<file path="src/rtl/fifo_drain_uart_tx_if.sv">
// FIFO read-side bundle between the UART drain engine (master) and the upstream FIFO (slave).
interface fifo_drain_uart_tx_if #(
  parameter int DATA_WIDTH = 8
);
  logic                  fifo_empty;
  logic                  fifo_rd_en;
  logic [DATA_WIDTH-1:0] fifo_data;

  modport master (input fifo_empty, input fifo_data, output fifo_rd_en);
  modport slave  (output fifo_empty, output fifo_data, input fifo_rd_en);
endinterface

</file>
<file path="src/rtl/fifo_drain_uart_tx.sv">
// Pulls one word at a time from a FIFO and shifts it out as an 8N1-style UART frame.
// state | meaning
// IDLE  | line high, waiting for enable and a non-empty FIFO
// FETCH | one-cycle read strobe to the FIFO
// LOAD  | FIFO data valid, captured into the shift register
// START | start bit (tx low) for CLKS_PER_BIT cycles
// DATA  | DATA_WIDTH bits, LSB first
// STOP  | stop bit (tx high); frame_done on its last cycle
module fifo_drain_uart_tx #(
  parameter int DATA_WIDTH   = 8,
  parameter int CLKS_PER_BIT = 16
) (
  input  logic                         clk,
  input  logic                         rstN,
  input  logic                         enable,
  fifo_drain_uart_tx_if.master         fifo,
  output logic                         tx,
  output logic                         busy,
  output logic                         frame_done,
  output logic [15:0]                  frame_count
);

  localparam int CNT_W = $clog2(CLKS_PER_BIT);
  localparam int IDX_W = (DATA_WIDTH > 1) ? $clog2(DATA_WIDTH) : 1;

  typedef enum logic [2:0] {IDLE, FETCH, LOAD, START, DATA, STOP} state_t;

  state_t                state, state_nxt;
  logic [CNT_W-1:0]      bit_cnt;
  logic [IDX_W-1:0]      bit_idx;
  logic [DATA_WIDTH-1:0] shreg;
  logic                  armed;
  logic                  bit_end;
  logic                  last_idx;

  assign bit_end  = (bit_cnt == CNT_W'(CLKS_PER_BIT - 1));
  assign last_idx = (bit_idx == IDX_W'(DATA_WIDTH - 1));

  always_ff @(posedge clk or negedge rstN) begin
    if (!rstN) state <= IDLE;
    else       state <= state_nxt;
  end

  always_comb begin
    state_nxt  = state;
    tx         = 1'b1;
    busy       = 1'b1;
    frame_done = 1'b0;
    case (state)
      IDLE: begin
        busy = 1'b0;
        if (armed && enable && !fifo.fifo_empty) state_nxt = FETCH;
      end
      FETCH: state_nxt = LOAD;
      LOAD:  state_nxt = START;
      START: begin
        tx = 1'b0;
        if (bit_end) state_nxt = DATA;
      end
      DATA: begin
        tx = shreg[0];
        if (bit_end && last_idx) state_nxt = STOP;
      end
      STOP: begin
        if (bit_end) begin
          frame_done = 1'b1;
          state_nxt  = IDLE;
        end
      end
      default: state_nxt = IDLE;
    endcase
  end

  // armed holds off the first fetch until one edge after reset release
  always_ff @(posedge clk or negedge rstN) begin
    if (!rstN) begin
      armed           <= 1'b0;
      fifo.fifo_rd_en <= 1'b0;
      bit_cnt         <= '0;
      bit_idx         <= '0;
      shreg           <= '0;
    end else begin
      armed           <= 1'b1;
      fifo.fifo_rd_en <= (state_nxt == FETCH);

      if (state == START || state == DATA || state == STOP)
        bit_cnt <= bit_end ? '0 : bit_cnt + 1'b1;
      else
        bit_cnt <= '0;

      if (state == DATA) begin
        if (bit_end) bit_idx <= last_idx ? '0 : bit_idx + 1'b1;
      end else begin
        bit_idx <= '0;
      end

      if (state == LOAD)
        shreg <= fifo.fifo_data;
      else if (state == DATA && bit_end)
        shreg <= shreg >> 1;
    end
  end

  always_ff @(posedge clk or negedge rstN) begin
    if (!rstN)           frame_count <= '0;
    else if (frame_done) frame_count <= frame_count + 16'd1;
  end

endmodule

</file>
<file path="src/flat_wrapper.sv">
// flat-port wrapper written by rule: the top's interface ports become plain ports
module fifo_drain_uart_tx_flat 
#(
  parameter int DATA_WIDTH   = 8,
  parameter int CLKS_PER_BIT = 16
)
  (clk, rstN, enable, tx, busy, frame_done, frame_count, fifo_fifo_empty, fifo_fifo_data, fifo_fifo_rd_en);
  fifo_drain_uart_tx_if #(.DATA_WIDTH(DATA_WIDTH)) fifo_i ();
  input  logic clk;
  input  logic rstN;
  input  logic enable;
  output logic tx;
  output logic busy;
  output logic frame_done;
  output logic [15:0] frame_count;
  input wire logic [$bits(fifo_i.fifo_empty)-1:0] fifo_fifo_empty;
  input wire logic [$bits(fifo_i.fifo_data)-1:0] fifo_fifo_data;
  output wire logic [$bits(fifo_i.fifo_rd_en)-1:0] fifo_fifo_rd_en;
  assign fifo_i.fifo_empty = fifo_fifo_empty;
  assign fifo_i.fifo_data = fifo_fifo_data;
  assign fifo_fifo_rd_en = fifo_i.fifo_rd_en;
  fifo_drain_uart_tx #(.DATA_WIDTH(DATA_WIDTH), .CLKS_PER_BIT(CLKS_PER_BIT)) u_core (.clk(clk), .rstN(rstN), .enable(enable), .fifo(fifo_i), .tx(tx), .busy(busy), .frame_done(frame_done), .frame_count(frame_count));
endmodule
</file>
<file path="config.mk">
export PLATFORM = sky130hd
export DESIGN_NAME = fifo_drain_uart_tx_flat
export DESIGN_NICKNAME = d
export VERILOG_FILES = /design/src/rtl/fifo_drain_uart_tx_if.sv /design/src/rtl/fifo_drain_uart_tx.sv /design/src/flat_wrapper.sv
export SDC_FILE = /design/constraint.sdc
export NUM_CORES = 1
export LEC_CHECK = 0
export CAP_MARGIN = 20
export CORE_MARGIN = 1.5
export CORE_UTILIZATION = 55
export CTS_CLUSTER_DIAMETER = 30
export DETAILED_ROUTE_END_ITERATION = 12
export PLACE_DENSITY = 0.84
export SLEW_MARGIN = 20
export SYNTH_ARGS = -nofsm -noshare
export SYNTH_HDL_FRONTEND = slang
export SYNTH_SLANG_ARGS = --single-unit
</file>
<file path="constraint.sdc">
create_clock -name clk -period 2.6 [get_ports clk]
set_input_delay 0.26 -clock clk [delete_from_list [all_inputs] [get_ports clk]]
set_output_delay 0.26 -clock clk [all_outputs]
set_load 0.01 [all_outputs]
</file>
==> flow_metrics.py, run 1 <==
metrics = {
    "sta": {
        "period_needed_ns": 2.301,
        "skew_ns": 0.009041,
        "rsz0062_at_grt": "false",
        "holdWs_ns": 0.3370,
        "maxSlewViolCount": 0,
        "final_hold_viol_count": 0,
        "setup_viol": 0,
        "period_share_pct": 88.51,
        "finalSetupTns_ns": 0,
        "max_freq_mhz": 434.5,
    },
    "final_layout": {
        "drive_above_1_share_pct": 7.216,
        "final_common_cell": "dfrtp_1",
        "layout.nets": 210,
        "final_cell_mix": "dfrtp_1 (36), clkdlybuf4s50_1 (31), nand2_1 (26), xnor2_1 (15), nor2_1 (12)",
        "diodes": 0,
        "design_area_mm2": 0.002068,
        "post-route-util_pct": 73.11,
        "syn_to_final_growth_pct": 22.90,
    },
    "synthesis": {
        "seq_area_frac_synth_pct": 53.53,
        "synth_warnings": 0,
        "synthMuxAreaShare_pct": 0.6691,
        "synth_fa_ha_area_share_pct": 2.974,
        "synthCells": 161,
        "synthXorXnorAreaFrac_pct": 8.327,
        "syn_area_mm2": 0.001683,
        "synth_top_family_by_area": "simple AND/OR/NAND/NOR gates",
        "syn_nets": 177,
        "ys_ff_latch": 36,
        "avgSynthCellArea_um2": 10.45,
        "yosys.cell_types.count": 36,
        "synth-compound-area-share_pct": 7.881,
        "synth-simple-area-share_pct": 23.35,
    },
    "flow_run": {
        "maxCapViolations": 0,
    },
    "clocking": {
        "clk_pin_slew_ns": 0.10,
        "cts_buffer_depth": 2,
        "cts-resized-gates": 0,
        "cts_tree": "yes",
        "numClockSinks": 36,
        "root_buffer": "clkbuf_4",
        "cts_setup_buffers": 0,
        "cts_buffers": 5,
        "htree_levels": 2,
        "cts_hold_repair.buffers": 0,
        "clk_latency_ns": 0.33,
    },
    "power_and_ir_drop": {
        "p_sw_share_pct": 20.39,
        "p_seq_share_pct": 61.3,
        "power_frac_comb_pct": 3.9,
        "switchingPower_mw": 0.1893,
        "irDropWorstVdd_mv": 0.3914,
        "leakagePower_nw": 0.9057,
        "p_int_mw": 0.7393,
        "total_power_mw": 0.9286,
        "clkPwrFrac_pct": 34.8,
        "p_per_area_mw_per_mm2": 449.0,
    },
    "die": {
        "die_h_um": 58.32,
        "die_x_um": 58.32,
        "num_rows": 19,
        "io_pins": 32,
        "core_mm2": 0.002829,
        "start_util_pct": 59.49,
        "fp.dieArea_mm2": 0.003401,
    },
    "worst_setup_path": {
        "crit_path_end_kind": "primary output",
        "r2r_start": "u_core.bit_cnt[0]",
        "worstSetupPathDepth": 3,
        "crit_required_ns": 2.34,
        "crit_buf_inv": 1,
        "r2r-end": "u_core.frame_count[10]",
        "cp-endpoint": "tx",
        "cp_slowest_stage_delay_ns": 0.52,
        "start_kind": "flop",
        "slowest_stage": "dfrtp_1",
        "worstPathCellList": "or3b_1 > o22a_1 > clkdlybuf4s50_1",
        "rrSetupSlack_ns": 0.69,
        "rr_worst_depth": 6,
        "worstSetupStartpoint": "u_core.state[2]",
        "cp.arrival_ns": 2.04,
        "path_delay_family": "flip-flops",
        "path_class": "flop to primary output",
        "worst-path-max-fanout": 9,
    },
    "route": {
        "ant_nets": 0,
        "postRouteWirelength_um": 3086,
        "firstDrtPassIters": 4,
        "vias_per_cell": 5.613,
        "wl_per_cell_um": 13.72,
        "route.detailed.drc": 0,
        "drt-initial-drc-count": 55,
        "vias": 1263,
    },
    "grt": {
        "antenna_found_initial": 0,
        "grt.total_usage_pct": 20.60,
        "overflow": 0,
        "grt_pass1_vias": 1227,
        "grt_first_pass_wirelength_um": 5216,
        "grt_max_degree": 37,
    },
    "status": {
        "status": "finished clean",
    },
    "place": {
        "dp_hpwl_um": 2196,
        "gp_congestion": 0.7959,
        "dpl_cell_area_mm2": 0.002003,
        "portBuffers": 31,
    },
    "hold_path": {
        "hold_path_class": "input pin to asynchronous set/reset pin",
    },
}
## registers in the layout (all words and copies together) (netlist names)
signal                  cells
u_core.armed                1
u_core.bit_idx              3
u_core.fifo.fifo_rd_en      1
u_core.bit_cnt              4
u_core.frame_count         16
u_core.shreg                8
u_core.state                3
## cell type report
cell class | count | area (µm²)
clock buffer | 7 | 65.06
fill | 204 | 760.7
inverter | 2 | 7.507
multi-input combinational | 116 | 730.7
sequential | 36 | 900.9
tap | 31 | 38.79
timing repair buffer | 33 | 325.3
## cells in the mapped netlist
| master | n | share of area, % |
|---|---|---|
| clkbuf_1 | 2 | 0.45 |
| xor2_1 | 1 | 0.52 |
| or2b_1 | 1 | 0.45 |
| buf_4 | 2 | 0.89 |
| nor3_1 | 4 | 1.2 |
| nand3b_4 | 1 | 1.2 |
| or3b_1 | 1 | 0.52 |
| nor4_4 | 1 | 1.3 |
| nor2b_1 | 1 | 0.37 |
| nor3b_1 | 1 | 0.45 |
| nor2_1 | 12 | 2.7 |
| a311oi_1 | 1 | 0.52 |
| a21o_1 | 2 | 0.89 |
| inv_1 | 2 | 0.45 |
| buf_6 | 1 | 0.67 |
| ha_1 | 4 | 3.0 |
| and3_1 | 4 | 1.5 |
| a21oi_1 | 5 | 1.5 |
| a31oi_1 | 9 | 3.3 |
| and2_1 | 2 | 0.74 |
| xnor2_1 | 15 | 7.8 |
| o22ai_1 | 1 | 0.37 |
| o21ai_1 | 1 | 0.30 |
| and4_1 | 1 | 0.52 |
| nand2_1 | 26 | 5.8 |
| o21a_1 | 1 | 0.45 |
| or2_1 | 1 | 0.37 |
| nor2_4 | 2 | 1.3 |
| dfrtp_1 | 36 | 54 |
| buf_2 | 2 | 0.59 |
| nand3_1 | 8 | 2.4 |
| mux2_2 | 1 | 0.67 |
| conb_1 | 1 | 0.22 |
| or3_1 | 1 | 0.37 |
| nand4_1 | 6 | 2.2 |
| o22a_1 | 1 | 0.52 |
## per-layer routing
layer / vias to the layer above / track usage (%) / routed length (µm)
li1: 619 / - / -
met1: 606 / 25.92 / 1449
met2: 34 / 33.23 / 1456
met3: 4 / 4.835 / 123
met4: 0 / 10.63 / 57
met5: - / 0 / 0
## stage by stage
stage	std cells	worst slack [ns]
floorplan	161	0.9734
global placement	218	0.7051
detailed placement	218	0.6736
CTS	225	0.2859
global route	225	0.1953
finish	225	0.2987
## logic make-up (layout without fill, tap and decap cells)
| family | Yosys count | count (layout) |
|---|---|---|
| muxes | 1 | 1 |
| AOI/OAI and AO/OA | 21 | 21 |
| and+or+nand+nor | 73 | 73 |
| adders and majority gates | 4 | 4 |
| xor gates and xnor gates | 16 | 16 |
| other | 1 | 1 |
| buffers and inverters | 9 | 42 |
| DFF | 36 | 36 |
## worst min-delay path by stage
stage,endpoint,startpoint
after global routing,u_core.frame_count[1],rstN
final,u_core.frame_count[3],rstN
after floorplan,u_core.armed,rstN
after global placement,u_core.frame_count[15],u_core.frame_count[15]
after CTS,u_core.frame_count[1],rstN
after detailed placement,u_core.frame_count[15],u_core.frame_count[15]
## power groups by stage
stage          logic, mW  clock network, mW  registers, mW
2_1_floorplan    0.00652                  0          0.579
3_3_place_gp      0.0365                  0          0.580
3_5_place_dp      0.0374                  0          0.580
4_1_cts           0.0374              0.331          0.569
5_1_grt           0.0417              0.352          0.570
6_report          0.0365              0.323          0.569
(Power assumes the default switching activity.)
==> inputs of run 2 (changes only) <==
==> constraint.sdc (replaced) <==
create_clock -name clk -period 2.6 [get_ports clk]
set_input_delay 0.52 -clock clk [delete_from_list [all_inputs] [get_ports clk]]
set_output_delay 0.52 -clock clk [all_outputs]
set_load 0.01 [all_outputs]
==> run 2 against run 1 <==
  * Power up 12%
  * Critical path depth unchanged
  * Sequential share of layout area down 0.64 points
  * Routed wire length up 1.2%
  * Core utilization up 1.2 points
  * Setup slack worse by 0.21 ns
  * Non-clock buffer count unchanged
==> flow_metrics.py, run 2 (synthesis results as in run 1) <==
metrics = {
    "status": {
        "status": "finished clean",
    },
    "sta": {
        "period_needed_ns": 2.511,
        "finalSetupTns_ns": 0,
        "max_freq_mhz": 398.3,
        "final_hold_viol_count": 0,
        "setup_viol": 0,
        "timing.final.ws_setup_ns": 0.08908,
        "maxSlewViolCount": 0,
        "rsz0062_at_grt": "false",
        "period_share_pct": 96.57,
        "skew_ns": 0.008512,
    },
    "die": {
        "core_mm2": 0.002829,
        "die_x_um": 58.32,
        "fp.dieArea_mm2": 0.003401,
        "die_h_um": 58.32,
        "num_rows": 19,
        "start_util_pct": 59.49,
        "io_pins": 32,
    },
    "power_and_ir_drop": {
        "p_per_area_mw_per_mm2": 495.0,
        "p_sw_share_pct": 19.15,
        "irDropWorstVdd_mv": 0.4389,
        "power_frac_comb_pct": 3.5,
        "clkPwrFrac_pct": 41.8,
        "switchingPower_mw": 0.1993,
        "p_int_mw": 0.8413,
        "leakagePower_nw": 0.9143,
        "p_seq_share_pct": 54.7,
    },
    "worst_setup_path": {
        "cp_slowest_stage_delay_ns": 0.51,
        "worst-path-max-fanout": 10,
        "slowest_stage": "dfrtp_1",
        "worstSetupStartpoint": "u_core.state[0]",
        "path_delay_family": "flip-flops",
        "path_class": "flop to primary output",
        "crit_path_end_kind": "primary output",
        "worstPathCellList": "or3b_4 > o22a_1 > clkdlybuf4s50_1",
        "rrSetupSlack_ns": 0.68,
        "crit_buf_inv": 1,
        "rr_worst_depth": 6,
        "r2r_start": "u_core.bit_cnt[0]",
        "start_kind": "flop",
        "crit_required_ns": 2.08,
        "cp.arrival_ns": 1.99,
        "r2r-end": "u_core.frame_count[13]",
    },
    "clocking": {
        "root_buffer": "clkbuf_4",
        "htree_levels": 2,
        "cts_tree": "yes",
        "cts_buffers": 5,
        "numClockSinks": 36,
        "cts_buffer_depth": 2,
        "clk_latency_ns": 0.34,
        "clk_pin_slew_ns": 0.11,
    },
    "route": {
        "route.detailed.drc": 0,
        "ant_nets": 0,
        "firstDrtPassIters": 4,
        "vias_per_cell": 5.571,
        "drt-initial-drc-count": 54,
        "wl_per_cell_um": 13.81,
        "vias": 1259,
        "postRouteWirelength_um": 3122,
    },
    "grt": {
        "antenna_found_initial": 0,
        "grt.total_usage_pct": 21.29,
        "grt_max_degree": 37,
        "grt_first_pass_wirelength_um": 5451,
        "grt_pass1_vias": 1211,
        "overflow": 0,
    },
    "final_layout": {
        "largest-register": "u_core.frame_count",
        "reg_top3": "u_core.frame_count: 16 flops, u_core.shreg: 8 flops, u_core.bit_cnt: 4 flops",
        "largest_reg_flops": 16,
        "syn_to_final_growth_pct": 24.91,
        "diodes": 0,
        "final_common_cell": "dfrtp_1",
        "drive_above_1_share_pct": 8.718,
        "final_cell_mix": "dfrtp_1 (35), clkdlybuf4s50_1 (31), nand2_1 (26), xnor2_1 (15), nor2_1 (12)",
        "layout.nets": 210,
    },
    "place": {
        "portBuffers": 31,
        "dp_hpwl_um": 2281,
        "place_ws_ns": 0.4010,
        "gp_congestion": 0.7745,
    },
    "hold_path": {
        "min_to": "u_core.frame_count[15]",
        "hold_path_class": "flop to flop",
        "min_delay_path_depth": 1,
        "hp-start": "u_core.frame_count[15]",
    },
    "flow_run": {
        "maxCapViolations": 0,
    },
}
-- run 2: layout make-up --
class | instances | area [µm²]
Multi-Input combinational cell | 116 | 733.2
Sequential cell | 36 | 902.1
Inverter | 2 | 7.507
Tap cell | 31 | 38.79
Clock buffer | 7 | 65.06
Clock inverter | 1 | 30.03
Fill cell | 199 | 726.9
Timing Repair Buffer | 33 | 325.3
-- run 2: how the worst max path moves through the flow --
stage            endpoint  depth (start not counted)  slack, ns
2_1_floorplan          tx                          4       0.88
6_report               tx                          3       0.09
3_5_place_dp           tx                          3       0.40
5_1_grt        frame_done                          4      0.004
3_3_place_gp           tx                          3       0.44
4_1_cts                tx                          3       0.07
-- run 2: metal layers --
metal	wire [µm]	GRT usage, %	vias to the layer above
met3	148	6.813	3
li1	-	-	618
met2	1517	34.67	40
met4	34	6.312	0
met5	0	0	-
met1	1421	27.31	598
-- run 2: power by group through the flow --
| stage | combinational (mW) | clock, mW | sequential (mW) |
|---|---|---|---|
| 2_1_floorplan | 0.00652 | 0 | 0.579 |
| 3_3_place_gp | 0.0364 | 0 | 0.580 |
| 3_5_place_dp | 0.0374 | 0 | 0.580 |
| 4_1_cts | 0.0378 | 0.447 | 0.569 |
| 5_1_grt | 0.0416 | 0.468 | 0.570 |
| 6_report | 0.0367 | 0.435 | 0.569 |
-- run 2: metrics by stage --
stage               instance area, µm²  hold WS [ns]  util [%]  cells  power, mW
floorplan                         1683        0.2244         -    161     0.5857
global placement                  2003        0.4614     70.81    218     0.6162
detailed placement                2003        0.4740     70.81    218     0.6172
CTS                               2102        0.4881     74.30    226      1.054
global route                      2102        0.5097     74.30    226      1.079
finish                            2102        0.4858     74.30    226      1.041
-- run 2: worst register-to-register path, delay by kind of cell (launching register included) --
kind | cells | cell delay (ns)
AND/OR/NAND/NOR | 3 | 0.80
flip-flops | 1 | 0.41
adder cells (fa/ha/maj) | 1 | 0.24
buffers and inverters | 1 | 0.22
XOR/XNOR | 1 | 0.15
-- run 2: what timing repair did --
item,4_1_cts,5_1_grt
gates resized for setup,2,0
pin swaps,0,1
hold endpoints to repair,0,0
buffers inserted,0,0
cloned,0,0
endpoints found under the setup margin,1,1
hold buffers,0,0
